## config.mk

```make
export PLATFORM = sky130hd
export DESIGN_NAME = mtimer_avmm
export DESIGN_NICKNAME = d
export VERILOG_FILES = /design/src/rtl/mtimer_avmm.sv
export SDC_FILE = /design/constraint.sdc
export NUM_CORES = 2
export LEC_CHECK = 0
export CAP_MARGIN = 30
export CORE_MARGIN = 2
export CORE_UTILIZATION = 55
export CTS_CLUSTER_DIAMETER = 200
export DETAILED_ROUTE_END_ITERATION = 6
export DONT_BUFFER_PORTS = 1
export GPL_TIMING_DRIVEN = 0
export PLACE_DENSITY = 0.7
export SLEW_MARGIN = 20
export SYNTH_ARGS = -nofsm -noshare
export SYNTH_HDL_FRONTEND = slang
export SYNTH_SLANG_ARGS = --single-unit
export TNS_END_PERCENT = 100
```

## constraint.sdc

```tcl
create_clock -name clk -period 3.45 [get_ports clk]
set_input_delay 0.69 -clock clk [delete_from_list [all_inputs] [get_ports clk]]
set_output_delay 0.69 -clock clk [all_outputs]
set_load 0.01 [all_outputs]
```

## src/rtl/mtimer_avmm.sv

```systemverilog
// Multi-channel down-counting timer on an Avalon-MM slave, one shared level interrupt.
// Define MTIMER_PRESCALE_EN to add a per-channel 8-bit tick prescaler in CTRL[15:8].
//
// state   | meaning
// ST_IDLE | channel stopped, counter holds 0
// ST_RUN  | channel counting down on each tick (busy)
module mtimer_avmm #(
  parameter int N_CH            = 4,
  parameter int CNT_W           = 64,
  parameter int FREQUENCY_VALUE = 50_000_000,
  localparam int AW             = $clog2(N_CH) + 2
) (
  input  logic          clk,
  input  logic          reset_n,
  input  logic [AW-1:0] avmms_address,
  input  logic          avmms_write,
  input  logic [31:0]   avmms_writedata,
  input  logic [3:0]    avmms_byteenable,
  input  logic          avmms_read,
  output logic [31:0]   avmms_readdata,
  output logic          coe_interrupt
);

  typedef enum logic {ST_IDLE = 1'b0, ST_RUN = 1'b1} st_e;

  st_e              st_q   [N_CH];
  st_e              st_d   [N_CH];
  logic [CNT_W-1:0] cnt_q  [N_CH];
  logic [CNT_W-1:0] cnt_d  [N_CH];
  logic [CNT_W-1:0] load_q [N_CH];
  logic [CNT_W-1:0] load_d [N_CH];
  logic [N_CH-1:0]  periodic_q, periodic_d;
  logic [N_CH-1:0]  irq_en_q, irq_en_d;
  logic [N_CH-1:0]  complete_q, complete_d;
  logic [N_CH-1:0]  overrun_q, overrun_d;
  logic [N_CH-1:0]  start_pend_q, start_pend_d;
  logic [N_CH-1:0]  stop_pend_q, stop_pend_d;
  logic [31:0]      rdata_q, rdata_d;
`ifdef MTIMER_PRESCALE_EN
  logic [7:0]       ps_val_q [N_CH];
  logic [7:0]       ps_val_d [N_CH];
  logic [7:0]       ps_cnt_q [N_CH];
  logic [7:0]       ps_cnt_d [N_CH];
`endif

  logic [AW-1:0] ch_addr;
  logic [1:0]    reg_addr;

  assign ch_addr  = avmms_address >> 2;
  assign reg_addr = avmms_address[1:0];

  always_comb begin
    rdata_d      = rdata_q;
    periodic_d   = periodic_q;
    irq_en_d     = irq_en_q;
    complete_d   = complete_q;
    overrun_d    = overrun_q;
    start_pend_d = '0;
    stop_pend_d  = '0;
    if (avmms_read) rdata_d = '0;
    for (int c = 0; c < N_CH; c++) begin
      logic        sel;
      logic        wr;
      logic        tick;
      logic [63:0] ld_cur;
      logic [63:0] ld_new;
      logic [7:0]  ps_rd;
      sel    = (ch_addr == AW'(c));
      wr     = avmms_write && sel;
      ld_cur = 64'(load_q[c]);
      ld_new = ld_cur;
      st_d[c]  = st_q[c];
      cnt_d[c] = cnt_q[c];
      ps_rd    = 8'h00;

      for (int b = 0; b < 4; b++) begin
        if (wr && avmms_byteenable[b]) begin
          if (reg_addr == 2'd1) ld_new[8*b +: 8]      = avmms_writedata[8*b +: 8];
          if (reg_addr == 2'd2) ld_new[32 + 8*b +: 8] = avmms_writedata[8*b +: 8];
        end
      end
      load_d[c] = CNT_W'(ld_new);

      if (wr && reg_addr == 2'd0 && avmms_byteenable[0]) begin
        start_pend_d[c] = avmms_writedata[0];
        stop_pend_d[c]  = avmms_writedata[1];
        periodic_d[c]   = avmms_writedata[2];
        irq_en_d[c]     = avmms_writedata[3];
        if (avmms_writedata[5]) complete_d[c] = 1'b0;
        if (avmms_writedata[6]) overrun_d[c]  = 1'b0;
      end

`ifdef MTIMER_PRESCALE_EN
      ps_val_d[c] = ps_val_q[c];
      ps_rd       = ps_val_q[c];
      if (wr && reg_addr == 2'd0 && avmms_byteenable[1]) ps_val_d[c] = avmms_writedata[15:8];
      tick        = (ps_cnt_q[c] == ps_val_q[c]);
      ps_cnt_d[c] = tick ? 8'h00 : ps_cnt_q[c] + 8'h01;
      if (start_pend_q[c] || stop_pend_q[c]) ps_cnt_d[c] = 8'h00;
`else
      tick = 1'b1;
`endif

      // Commands are acted on one edge after the write; start beats stop.
      if (start_pend_q[c] && load_q[c] != '0) begin
        cnt_d[c] = load_q[c];
        st_d[c]  = ST_RUN;
      end else if (stop_pend_q[c]) begin
        cnt_d[c] = '0;
        st_d[c]  = ST_IDLE;
      end else if (st_q[c] == ST_RUN && tick) begin
        if (cnt_q[c] == CNT_W'(1)) begin
          complete_d[c] = 1'b1;
          if (complete_q[c]) overrun_d[c] = 1'b1;
          if (periodic_q[c] && load_q[c] != '0) begin
            cnt_d[c] = load_q[c];
          end else begin
            cnt_d[c] = '0;
            st_d[c]  = ST_IDLE;
          end
        end else if (cnt_q[c] != '0) begin
          cnt_d[c] = cnt_q[c] - CNT_W'(1);
        end
      end

      if (avmms_read && sel) begin
        case (reg_addr)
          2'd0: rdata_d = {16'h0000, ps_rd, 1'b0, overrun_q[c], complete_q[c],
                           (st_q[c] == ST_RUN), irq_en_q[c], periodic_q[c], 2'b00};
          2'd1: rdata_d = ld_cur[31:0];
          2'd2: rdata_d = ld_cur[63:32];
          default: rdata_d = 32'(cnt_q[c]);
        endcase
      end
    end
  end

  always_ff @(posedge clk or negedge reset_n) begin
    if (!reset_n) begin
      rdata_q      <= '0;
      periodic_q   <= '0;
      irq_en_q     <= '0;
      complete_q   <= '0;
      overrun_q    <= '0;
      start_pend_q <= '0;
      stop_pend_q  <= '0;
      for (int c = 0; c < N_CH; c++) begin
        st_q[c]   <= ST_IDLE;
        cnt_q[c]  <= '0;
        load_q[c] <= '0;
`ifdef MTIMER_PRESCALE_EN
        ps_val_q[c] <= '0;
        ps_cnt_q[c] <= '0;
`endif
      end
    end else begin
      rdata_q      <= rdata_d;
      periodic_q   <= periodic_d;
      irq_en_q     <= irq_en_d;
      complete_q   <= complete_d;
      overrun_q    <= overrun_d;
      start_pend_q <= start_pend_d;
      stop_pend_q  <= stop_pend_d;
      for (int c = 0; c < N_CH; c++) begin
        st_q[c]   <= st_d[c];
        cnt_q[c]  <= cnt_d[c];
        load_q[c] <= load_d[c];
`ifdef MTIMER_PRESCALE_EN
        ps_val_q[c] <= ps_val_d[c];
        ps_cnt_q[c] <= ps_cnt_d[c];
`endif
      end
    end
  end

  assign avmms_readdata = rdata_q;
  assign coe_interrupt  = |(complete_q & irq_en_q);

endmodule

```

Yosys cells after proc, flatten, opt, wreduce, memory -nomap -nowiden. Cells that the tools add are included.

Add/subtract/negate cells: 4. Mux-type cells: 113. Equality and inequality tests: 9. Reduce and logical (&&, ||, !) cells: 96. Bitwise gates (word level): 1.

Operator list (count): $mux 64 (24); $reduce_bool 64->1 (8); $pmux 32 s3 (4); $eq 64x1->1 const B (4); $sub 64x1->64 const B (4); $mux 32 (5); $mux 1 (80); $reduce_and 2->1 (36); $logic_and 1x1->1 (40); $reduce_bool 4->1 (4); $reduce_bool 3->1 (4); $eq 2x2->1 const B (3); $reduce_bool 5->1 (1); $and 4x4->4 (1); $eq 2x1->1 const B (2); $logic_not 4->1 (1); $reduce_or 4->1 (1); $logic_not 2->1 (1).

Bits in registers: 572. Input bits: 44. Word-level logic and storage cells: 276.

Depth between registers and ports, before layout.
Depth after elaboration: 10. Depth in mapped cells: 11. Mapped depth without buffers: 9.

Worst setup path before layout. No wires, ideal clock.

Path kind: register to register. From: register cnt_q[235] (netlist name). To: register cnt_q[243] (netlist name). Stages on the path, launching flop included: 12. Library setup time: 0.121 ns. Required time: 3.329 ns. Arrival time: 2.986 ns. Slack: 0.343 ns. Clock period less this slack: 3.107 ns. Buffers on the path: 4. Cell sequence: dfrtp_1 or4_1 clkbuf_1 or4_1 clkbuf_1 or4_4 o41ai_2 and2_1 buf_4 buf_6 nor2_1 a22o_1.

Cells in the longest elaborated chain, start to end: 6. Elaborated cells on any way between the ends: 10. Classes of those cells: add/sub: 1; eq/ne: 1; mux: 5; reduce/logical: 3.

RTL lines: from (decl) (RTL line 28) `logic [CNT_W-1:0] cnt_q [N_CH];`; from (signal, indexed assignment) (RTL line 166) `cnt_q[c] <= cnt_d[c];`; $sub 64x1->64 (RTL line 122) `cnt_d[c] = cnt_q[c] - CNT_W'(1);`; $mux 64 (RTL line 121) `end else if (cnt_q[c] != '0) begin`; $mux 64 (RTL line 112) `if (cnt_q[c] == CNT_W'(1)) begin`; $mux 64 (RTL line 111) `end else if (st_q[c] == ST_RUN && tick) begin`; $mux 64 (RTL line 108) `end else if (stop_pend_q[c]) begin`; $mux 64 (RTL line 105) `if (start_pend_q[c] && load_q[c] != '0) begin`.

Several ways; a longest one is shown, not always the timed one. The select of a mux whose other input is x is not followed. A chain may end at the register's enable or synchronous reset.

Worst setup path after layout.
From: input avmms_address[0]. To: register rdata_q[15] (netlist: avmms_readdata[15]).

Cells in the longest elaborated chain, start to end: 6. Elaborated cells on any way between the ends: 11. Classes of those cells: eq/ne: 2; mux: 8; reduce/logical: 1.

RTL lines: from (decl) (RTL line 15) `input logic [AW-1:0] avmms_address,`; $eq 2x2->1 (tied with other cells) (RTL line 127) `case (reg_addr)`; $pmux 32 s3 (RTL line 127); $mux 32 (3 in series) (RTL line 126) `if (avmms_read && sel) begin`; $mux 32 * (RTL line 126); to (signal assigned) (RTL line 157) `rdata_q <= rdata_d;`; to (decl) (RTL line 38) `logic [31:0] rdata_q, rdata_d;`.

Every way passes the cells marked *; elsewhere a longest branch is shown, timed or not.

==> run metrics <==
status=finished with violations; failing checks=design-rule violations, negative hold slack, max-slew violations, negative setup slack; Syn Area/Cell=9.63 um2; R2R Path End=cnt_q[37]; Placer Congestion=1.09; worst setup path category=input pin to register; CP startpoint=avmms_address[0]; top-count cell post-synth=dfrtp_1; Worst Hold Class=input pin to asynchronous set/reset pin; crit-path max FO=10; initial antenna violation count=11; die height=250 um; Final setup viols=9; Non-Filler Instances=4,411; port bufs=0; number of global-route vias before repair=30,700; IO Pins=77; Leak=15.3 nW; Avg WL per Cell=roughly 34 um; layout cell share with drive strength beyond 1=19.9%; FF-to-FF setup slack=-30 ps; post-synthesis cell count=around 3,500; cell taking the most area after synthesis=dfrtp_1; final hold slack=-236 ps; top cell type's share of synthesized area=43.0%; Max-slew headroom=-40.8%; RSZ-0062 raised after global routing=yes; Max Cap Violations=0; register area=14,300 um2; Final Hold Fails=90; ranking of synthesized cells by area=dfrtp_1 (43%), mux2_2 (12%), nand2_1 (3.6%); standard-cell rows=90; Worst Path Required=3960 ps; Syn-to-layout area delta=13.5%; CP startpoint kind=input pin; CP Cell Sequence=buf_1, clkbuf_1, mux2i_1, o21ai_0, a221oi_1, a21oi_1, mux2_2; FF+latch count, synth=572; die width=250 um; H-tree Lvls=3; Skew-Pair Late Insertion Delay=640 ps; 1st-pass router iterations=7; Power, Total=26.3 mW; Slew @ Worst Pin=2110 ps; synth warn=0; Tcrit/Tclk final=101%; root buf cell=clkbuf_16; clock buffer depth=3; Iter 0 DRT Violations=5,507; hpwl dp=107,000 um; EDFF count, synth=0; power share of the clock group=between 30% and 40%; CTS Buf Count=66; Total Routing Usage GR=46.8%; fraction of registers with async set/reset=100%; Power Density=697 nW/um2; Max IR drop VDD=0.492 mV; dominant delay contributor by cell family on the critical path=buffers and inverters; DR vias=33,400; pre-CTS setup slack=-1360 ps; internal power=approximately 16 mW; CP Capture Type=register; CP arrival=roughly 4000 ps; Comb pwr share=27.5%; Synth top cells by count=dfrtp_1 (572), mux2_2 (349), nand2_1 (322); Die Area=62,600 um2; sequential-to-total area share from yosys stat=between 40% and 50%; r2r worst-path depth=9; GRT overflow=0; placed cells=4,253; Slew Limit Fails=428; max incr delay on CP=880 ps; Final WS setup=-28.0 ps; Multi-input gate area=18,600 um2; sw frac=38.3%; sequential fraction of design power=41.5%; min Tclk post-route=3480 ps; critical path endpoint=avmms_readdata[15]; TritonCTS clock tree=done; Post-DRT Antenna Nets=0; Placed Area=34,400 um2; WP buf/inv=2; Syn Nets=3,515; f_max=0.288 GHz; critical path's slowest cell=clkbuf_1; Most used DFF post-synth=dfrtp_1; Fin Setup TNS=-105 ps; Worst path depth=7; Net Switching=10.1 mW; Reg-to-Reg Start=cnt_q[32]; fin util=62.9%; global-route wire length before repair=214,000 um; initial core utilization=about 55%; DRC=10; Placeable Area=60,100 um2; Fin Clk Skew=about 23 ps; DRT Wirelength=150,000 um; fin area=approximately 38,000 um2; FILL cells=slightly below 5,000; Vias/cell=7.56; CTS Sinks=572; largest net degree at the start of global routing=573; clock-pin slew on the worst setup and hold paths=about 60 ps; Synth Cell Area=33,300 um2; count of cell types in the netlist=77; Nets=3,615
## sequential cells by signal (all words and copies together) (netlist names)
register and cells:
cnt_q 256, load_q 256, avmms_readdata 32, complete_q 4, irq_en_q 4, overrun_q 4, periodic_q 4, st_q 4
start_pend_q 4, stop_pend_q 4
## cells by family after synthesis
logic type | count (synthesis) | share of synthesized area [%]
buffers and inverters | 249 | 3.01
XOR/XNOR | 90 | 2.37
flip-flops | 572 | 43.0
AND/OR/NAND/NOR | 1206 | 17.9
multiplexers | 444 | 15.1
AO/OA/AOI/OAI | 886 | 18.2
adder cells (fa/ha/maj) | 12 | 0.451
## how the worst min path moves through the flow
stage	from	to	slack (ps)	depth (start not counted)
2_1_floorplan	reset_n	avmms_readdata[0]	390	0
3_3_place_gp	reset_n	cnt_q[41]	410	0
3_5_place_dp	reset_n	cnt_q[41]	410	0
4_1_cts	reset_n	cnt_q[42]	-240	0
5_1_grt	reset_n	cnt_q[37]	-250	0
6_report	reset_n	cnt_q[49]	-240	0
## power by group through the flow
| stage | sequential, mW | combinational [mW] | clock [mW] |
|---|---|---|---|
| finish | 10.9 | 7.26 | 8.16 |
| global route | 11.0 | 7.71 | 8.38 |
| CTS | 10.7 | 6.80 | 8.13 |
| detailed placement | 10.8 | 6.55 | 0 |
| global placement | 10.7 | 6.37 | 0 |
| floorplan | 9.65 | 4.81 | 0 |
## area by class of cell
cell class | instances | area share, %
sequential | 572 | 37.9
multi-input combinational | 2638 | 49.1
tap | 782 | 2.59
timing repair buffer | 37 | 0.781
buffer | 202 | 2.56
clock inverter | 26 | 1.18
antenna | 16 | 0.106
inverter | 42 | 0.417
clock buffer | 96 | 5.43
## timing repair
action,4_1_cts,5_1_grt
setup buffers,12,13
pin swaps,9,13
setup endpoints to repair,304,263
gates resized for setup,93,115
endpoints found under the hold margin,572,572
gates cloned,0,0
## placed cells by master, fill, tap and decap left out, types with 42 or more instances in the layout
master	instances
clkbuf_1	108
nor2_1	263
a221oi_1	54
nand3_1	77
o211ai_1	56
clkbuf_16	73
dfrtp_1	572
nor4_1	123
o21ai_0	237
a21oi_1	145
mux2i_1	82
a221o_1	48
or3_1	46
nand4_1	63
clkbuf_2	42
xnor2_1	56
a22oi_1	84
mux2_2	349
nor3_1	124
nand2_1	318
inv_1	42
## metal layers
layer	part of all wire, %	GRT usage (%)	up-vias
met5	0.075	0	-
met1	37	61.2	16400
met2	42	68.0	2849
met4	6.4	23.2	16
li1	-	-	13500
met3	15	17.7	649
Power figures use the tool's default switching activity.
